## src/rtl/key_expand256_seq.sv

```systemverilog
// AES-256 forward key expansion: streams round keys 0..14 over valid/ready,
// then publishes {rk13, rk14} as the starting key for the inverse expansion.

module aes_sbox_fwd (
    input  logic [7:0] in_byte,
    output logic [7:0] out_byte
);
    function automatic logic [7:0] gf_mul(input logic [7:0] a, input logic [7:0] b);
        logic [7:0] p;
        logic [7:0] aa;
        p  = 8'h00;
        aa = a;
        for (int i = 0; i < 8; i++) begin
            if (b[i]) p = p ^ aa;
            aa = {aa[6:0], 1'b0} ^ (aa[7] ? 8'h1b : 8'h00);
        end
        return p;
    endfunction

    // x^254 is the multiplicative inverse in GF(2^8), and maps 0 to 0
    function automatic logic [7:0] gf_inv(input logic [7:0] x);
        logic [7:0] sq;
        logic [7:0] acc;
        sq  = x;
        acc = 8'h01;
        for (int i = 1; i < 8; i++) begin
            sq  = gf_mul(sq, sq);
            acc = gf_mul(acc, sq);
        end
        return acc;
    endfunction

    function automatic logic [7:0] affine(input logic [7:0] b);
        return b ^ {b[6:0], b[7]} ^ {b[5:0], b[7:6]} ^ {b[4:0], b[7:5]}
                 ^ {b[3:0], b[7:4]} ^ 8'h63;
    endfunction

    assign out_byte = affine(gf_inv(in_byte));
endmodule

module key_expand256_seq (
    input  logic         clk,
    input  logic         rst_n,
    input  logic [255:0] key,
    input  logic         start,
    input  logic         rk_ready,
    output logic [127:0] round_key,
    output logic [3:0]   rk_idx,
    output logic         rk_valid,
    output logic         busy,
    output logic         done,
    output logic [255:0] last_key,
    output logic [1:0]   state_dbg
);
    // Handshake: a round key transfers on any rising edge where rk_valid && rk_ready;
    // while rk_valid && !rk_ready the key, index, window and state all hold.
    typedef enum logic [1:0] {
        IDLE = 2'd0,
        EMIT = 2'd1,
        FIN  = 2'd2
    } state_t;

    state_t      state;
    logic [31:0] w [8];

    logic [3:0]  next_idx;
    logic        even_step;
    logic [31:0] sub_in;
    logic [31:0] sub_out;
    logic [7:0]  rcon;
    logic [31:0] t;
    logic [31:0] n0, n1, n2, n3;

    assign state_dbg = state;

    // Step parity follows the index being produced, not the one on the bus
    always_comb begin
        next_idx  = rk_idx + 4'd1;
        even_step = ~next_idx[0];
        sub_in    = even_step ? {w[7][23:0], w[7][31:24]} : w[7];
        rcon      = 8'h01 << (next_idx[3:1] - 3'd1);
        t         = sub_out ^ (even_step ? {rcon, 24'h000000} : 32'h00000000);
        n0        = w[0] ^ t;
        n1        = w[1] ^ n0;
        n2        = w[2] ^ n1;
        n3        = w[3] ^ n2;
    end

    for (genvar g = 0; g < 4; g++) begin : g_sbox
        aes_sbox_fwd u_sbox (
            .in_byte  (sub_in[8*g +: 8]),
            .out_byte (sub_out[8*g +: 8])
        );
    end

    always_ff @(posedge clk or negedge rst_n) begin
        if (!rst_n) begin
            state     <= IDLE;
            round_key <= '0;
            rk_idx    <= '0;
            rk_valid  <= 1'b0;
            busy      <= 1'b0;
            done      <= 1'b0;
            last_key  <= '0;
            for (int i = 0; i < 8; i++) w[i] <= '0;
        end else begin
            case (state)
                IDLE: begin
                    if (start) begin
                        for (int i = 0; i < 8; i++) w[i] <= key[255-32*i -: 32];
                        round_key <= key[255:128];
                        rk_idx    <= 4'd0;
                        rk_valid  <= 1'b1;
                        busy      <= 1'b1;
                        state     <= EMIT;
                    end
                end
                EMIT: begin
                    if (rk_valid && rk_ready) begin
                        if (rk_idx == 4'd14) begin
                            rk_valid <= 1'b0;
                            busy     <= 1'b0;
                            done     <= 1'b1;
                            last_key <= {w[0], w[1], w[2], w[3], w[4], w[5], w[6], w[7]};
                            state    <= FIN;
                        end else begin
                            rk_idx <= next_idx;
                            if (rk_idx == 4'd0) begin
                                // Round 1 is the cipher key's lower half; no step needed
                                round_key <= {w[4], w[5], w[6], w[7]};
                            end else begin
                                round_key <= {n0, n1, n2, n3};
                                w[0] <= w[4];
                                w[1] <= w[5];
                                w[2] <= w[6];
                                w[3] <= w[7];
                                w[4] <= n0;
                                w[5] <= n1;
                                w[6] <= n2;
                                w[7] <= n3;
                            end
                        end
                    end
                end
                FIN: begin
                    done  <= 1'b0;
                    state <= IDLE;
                end
                default: state <= IDLE;
            endcase
        end
    end
endmodule

```

## config.mk

```make
export PLATFORM = sky130hd
export DESIGN_NAME = key_expand256_seq
export DESIGN_NICKNAME = d
export VERILOG_FILES = /design/src/rtl/key_expand256_seq.sv
export SDC_FILE = /design/constraint.sdc
export NUM_CORES = 2
export LEC_CHECK = 0
export ABC_CLOCK_PERIOD_IN_PS = 31500
export CORE_MARGIN = 8
export CORE_UTILIZATION = 45
export DETAILED_ROUTE_END_ITERATION = 16
export GPL_ROUTABILITY_DRIVEN = 0
export PLACE_DENSITY = 0.73
export SLEW_MARGIN = 20
export SYNTH_ARGS = -nofsm -noshare
export SYNTH_HDL_FRONTEND = slang
export SYNTH_SLANG_ARGS = --single-unit
```

## constraint.sdc

```tcl
create_clock -name clk -period 31.5 [get_ports clk]
set_input_delay 4.725 -clock clk [delete_from_list [all_inputs] [get_ports clk]]
set_output_delay 4.725 -clock clk [all_outputs]
set_load 0.05 [all_outputs]
```

==> summary.md <==
| Metric | Value |
|---|---|
| Status | `finished, final reports clean` |
| CTS tree | `built` |
| Syn. warnings | `0` |
| Slowest-stage cell, CP | `xnor2_1` |
| Cells taking the most area after synthesis | `dfrtp_1, xnor2_1, nand2_1` |
| Chip width | `roughly 460 um` |
| Max Cap Viol | `0` |
| Minimum clock period after layout | `22000 ps` |
| Depth of the most critical reg-to-reg path | `between 50 and 60` |
| Critical path's top delay family | `XOR/XNOR gates` |
| Worst slew pin tran | `1210 ps` |
| Number of global-route vias before repair | `between 80000 and 90000` |
| Residual DRC count | `0` |
| Slew HR | `18.6%` |
| Post-synth cell types | `118` |
| Area Overhead vs Synth | `12.7%` |
| Setup violations, final | `0` |
| Post-synth top area cell | `dfrtp_1` |
| Hpwl dp | `approximately 250 mm` |
| Share of layout cells above drive strength 1 | `~7.3%` |
| Longest Clk Path Bufs | `3` |
| Final setup TNS | `0 ps` |
| Drt pass-1 iters | `7` |
| CP Max Fanout | `48` |
| Worst Hold Path Cells | `2` |
| Worst Setup Path Type | `flop to flop` |
| NumNets Final | `~12000` |
| Fmax | `45.4 MHz` |
| HP Start | `last_key[80]$_DFFE_PN0P_` |
| Worst r2r src | `rk_idx[0]$_DFFE_PN0P_` |
| Final hold vios | `0` |
| Seq cells post-synth | `648` |
| Syn avg cell area | `7.87 sq um` |
| Final period util | `69.9%` |
| Core area | `around 0.20 sq mm` |
| Setup bufs post-CTS | `0` |
| Utilization after layout | `50.8%` |
| First-pass GRT wire length | `around 500 mm` |
| Worst setup EP type | `flop` |
| Fin cells | `14200` |
| PortBufs | `652` |
| Worst hold path endpoint | `last_key[80]$_DFFE_PN0P_` |
| Overall Global Routing Usage | `roughly 30%` |
| Cell Area, Synth | `roughly 0.09 sq mm` |
| Fin. max-slew vios | `0` |
| Reg-to-Reg End | `round_key[55]$_DFFE_PN0P_` |
| Finished Cell Area | `0.100 sq mm` |
| Synth Instances | `11300` |
| Vias | `86800` |
| Ys async rst share | `100%` |
| Full die area | `around 0.21 sq mm` |
| H-tree lvl count | `3` |
| Post-synthesis sequential area ratio | `around 18%` |
| Post-synth EDFFs | `0` |
| Total Wirelength | `338 mm` |
| Core Rows | `163` |
| I/O pin count | `653` |
| Post-Syn Nets | `11600` |
| Iteration-0 DRC Markers | `11100` |
| Crit path DAT | `22540 ps` |
| Reg2Reg Setup Slack | `9500 ps` |
| WP buf/inv | `6` |
| Via density | `between 6 and 7` |
| Routed len/inst | `23.8 um` |
| Die Y | `460 um` |
| Post-cts sizing count | `0` |
| RSZ-0062 raised after global routing | `false` |
| Initial antenna violation count | `37` |
| Commonest cells post-synth | `nand2_1, xnor2_1, nor2_1` |
| Clk_skew | `51.7 ps` |
| Worst path most repeated cell | `xnor3_1` |
| Largest net degree at the start of global routing | `189` |
| Initial core utilization | `a little under half` |
| Nature of the critical path startpoint | `flop` |
| Root Driver | `clkbuf_16` |
| Antenna-violating nets left | `0` |
| CTS clk-pin slew, worst paths | `roughly 70 ps` |
| CTS Sinks | `648` |
| Inst Count DP | `14000` |
| Final-layout fill cell count | `~18000` |
| Top_reg_cell synth | `dfrtp_1` |
| Synth top area share | `18.3%` |
| CP max stage delay | `just over 900 ps` |
| Grt ovf | `0` |
| TritonCTS Buffers | `72` |
| Top-count cell post-synth | `nand2_1` |
| Worst endpoint required time | `32030 ps` |
| Post-CTS Hold Buffers | `0` |
| Worst skew pair latency | `690 ps` |
| Hold crit path type | `flop to flop` |
| Post-DP Area | `approximately 0.097 sq mm` |
-- cell usage in the layout, fill, tap and decap left out, drive strengths merged, types with 37 or more instances in the layout --
master,instances
or3,47
nand3,192
a21oi,652
and2,52
or2,41
mux2i,323
o211ai,77
a211oi,86
mux2,77
xor2,512
nand2,2252
a31oi,205
o22ai,135
o21ai,610
nor2b,58
xnor2,1704
inv,101
clkdlybuf4s50,651
nor3,201
o221ai,50
xor3,58
a221oi,46
xnor3,411
dfrtp,648
clkbuf,108
buf,267
nand2b,77
and3,44
a22oi,41
nor2,1260
a32oi,37
-- worst max path at each step --
stage | start | endpoint | depth (start not counted)
2_1_floorplan | rk_idx[0]$_DFFE_PN0P_ | round_key[13]$_DFFE_PN0P_ | 69
3_3_place_gp | rk_idx[0]$_DFFE_PN0P_ | w[6]$_DFFE_PN0P_ | 54
3_5_place_dp | rk_idx[0]$_DFFE_PN0P_ | w[6]$_DFFE_PN0P_ | 54
4_1_cts | rk_idx[0]$_DFFE_PN0P_ | w[6]$_DFFE_PN0P_ | 54
5_1_grt | rk_idx[0]$_DFFE_PN0P_ | round_key[55]$_DFFE_PN0P_ | 56
6_report | rk_idx[0]$_DFFE_PN0P_ | round_key[55]$_DFFE_PN0P_ | 56
-- cell type report --
cell class	count	area (sq um)	share of cell area [%]
inverters	113	433	0.433
clock buffers	108	2130	2.13
diodes	21	52.6	0.0526
well taps	2640	3300	3.30
flip-flops and latches	648	16200	16.2
repair buffers	918	8610	8.61
clock inverters	17	289	0.289
multi-input cells	9716	68900	69.0
-- routing by layer --
layer	wire length, um	track usage [%]	up-vias
met5	104	0	-
met4	28100	20.5	16
met3	38700	7.58	997
met2	146000	45.5	5524
met1	125000	37.7	41600
li1	-	-	38700
-- kinds of logic after synthesis --
| kind of cell | count (synthesis) | share of synthesized area, % |
|---|---|---|
| compound gates | 2276 | 16.1 |
| xor+xnor | 2685 | 35.8 |
| fa+ha+maj | 23 | 0.322 |
| buf+inv | 906 | 4.48 |
| flops | 648 | 18.3 |
| mux | 402 | 4.84 |
| simple gates | 4330 | 20.3 |
-- worst register-to-register path, delay by kind of cell (launching register included) --
family | cells | cell delay, ps
and+or+nand+nor | 9 | 1330
adders and majority gates | 2 | 1280
xor gates and xnor gates | 29 | 14430
muxes | 3 | 390
buffers and inverters | 6 | 2210
DFF | 1 | 760
AOI/OAI and AO/OA | 7 | 1480
-- sequential cells by signal (all words and copies together), names as in the netlist --
register	flops
round_key	128
last_key	256
state_dbg	2
rk_idx	4
w	256
done	1
busy	1
-- stage by stage --
| stage | setup slack (ps) | hold slack, ps |
|---|---|---|
| 2_1_floorplan | 14600 | 463 |
| 3_3_place_gp | 10340 | 452 |
| 3_5_place_dp | 9830 | 454 |
| 4_1_cts | 9730 | 474 |
| 5_1_grt | 8460 | 485 |
| 6_report | 9500 | 475 |
Power is left out: the tool's default activity adds up to more than one toggle a clock period on the data nets, which glitch-free logic cannot reach.
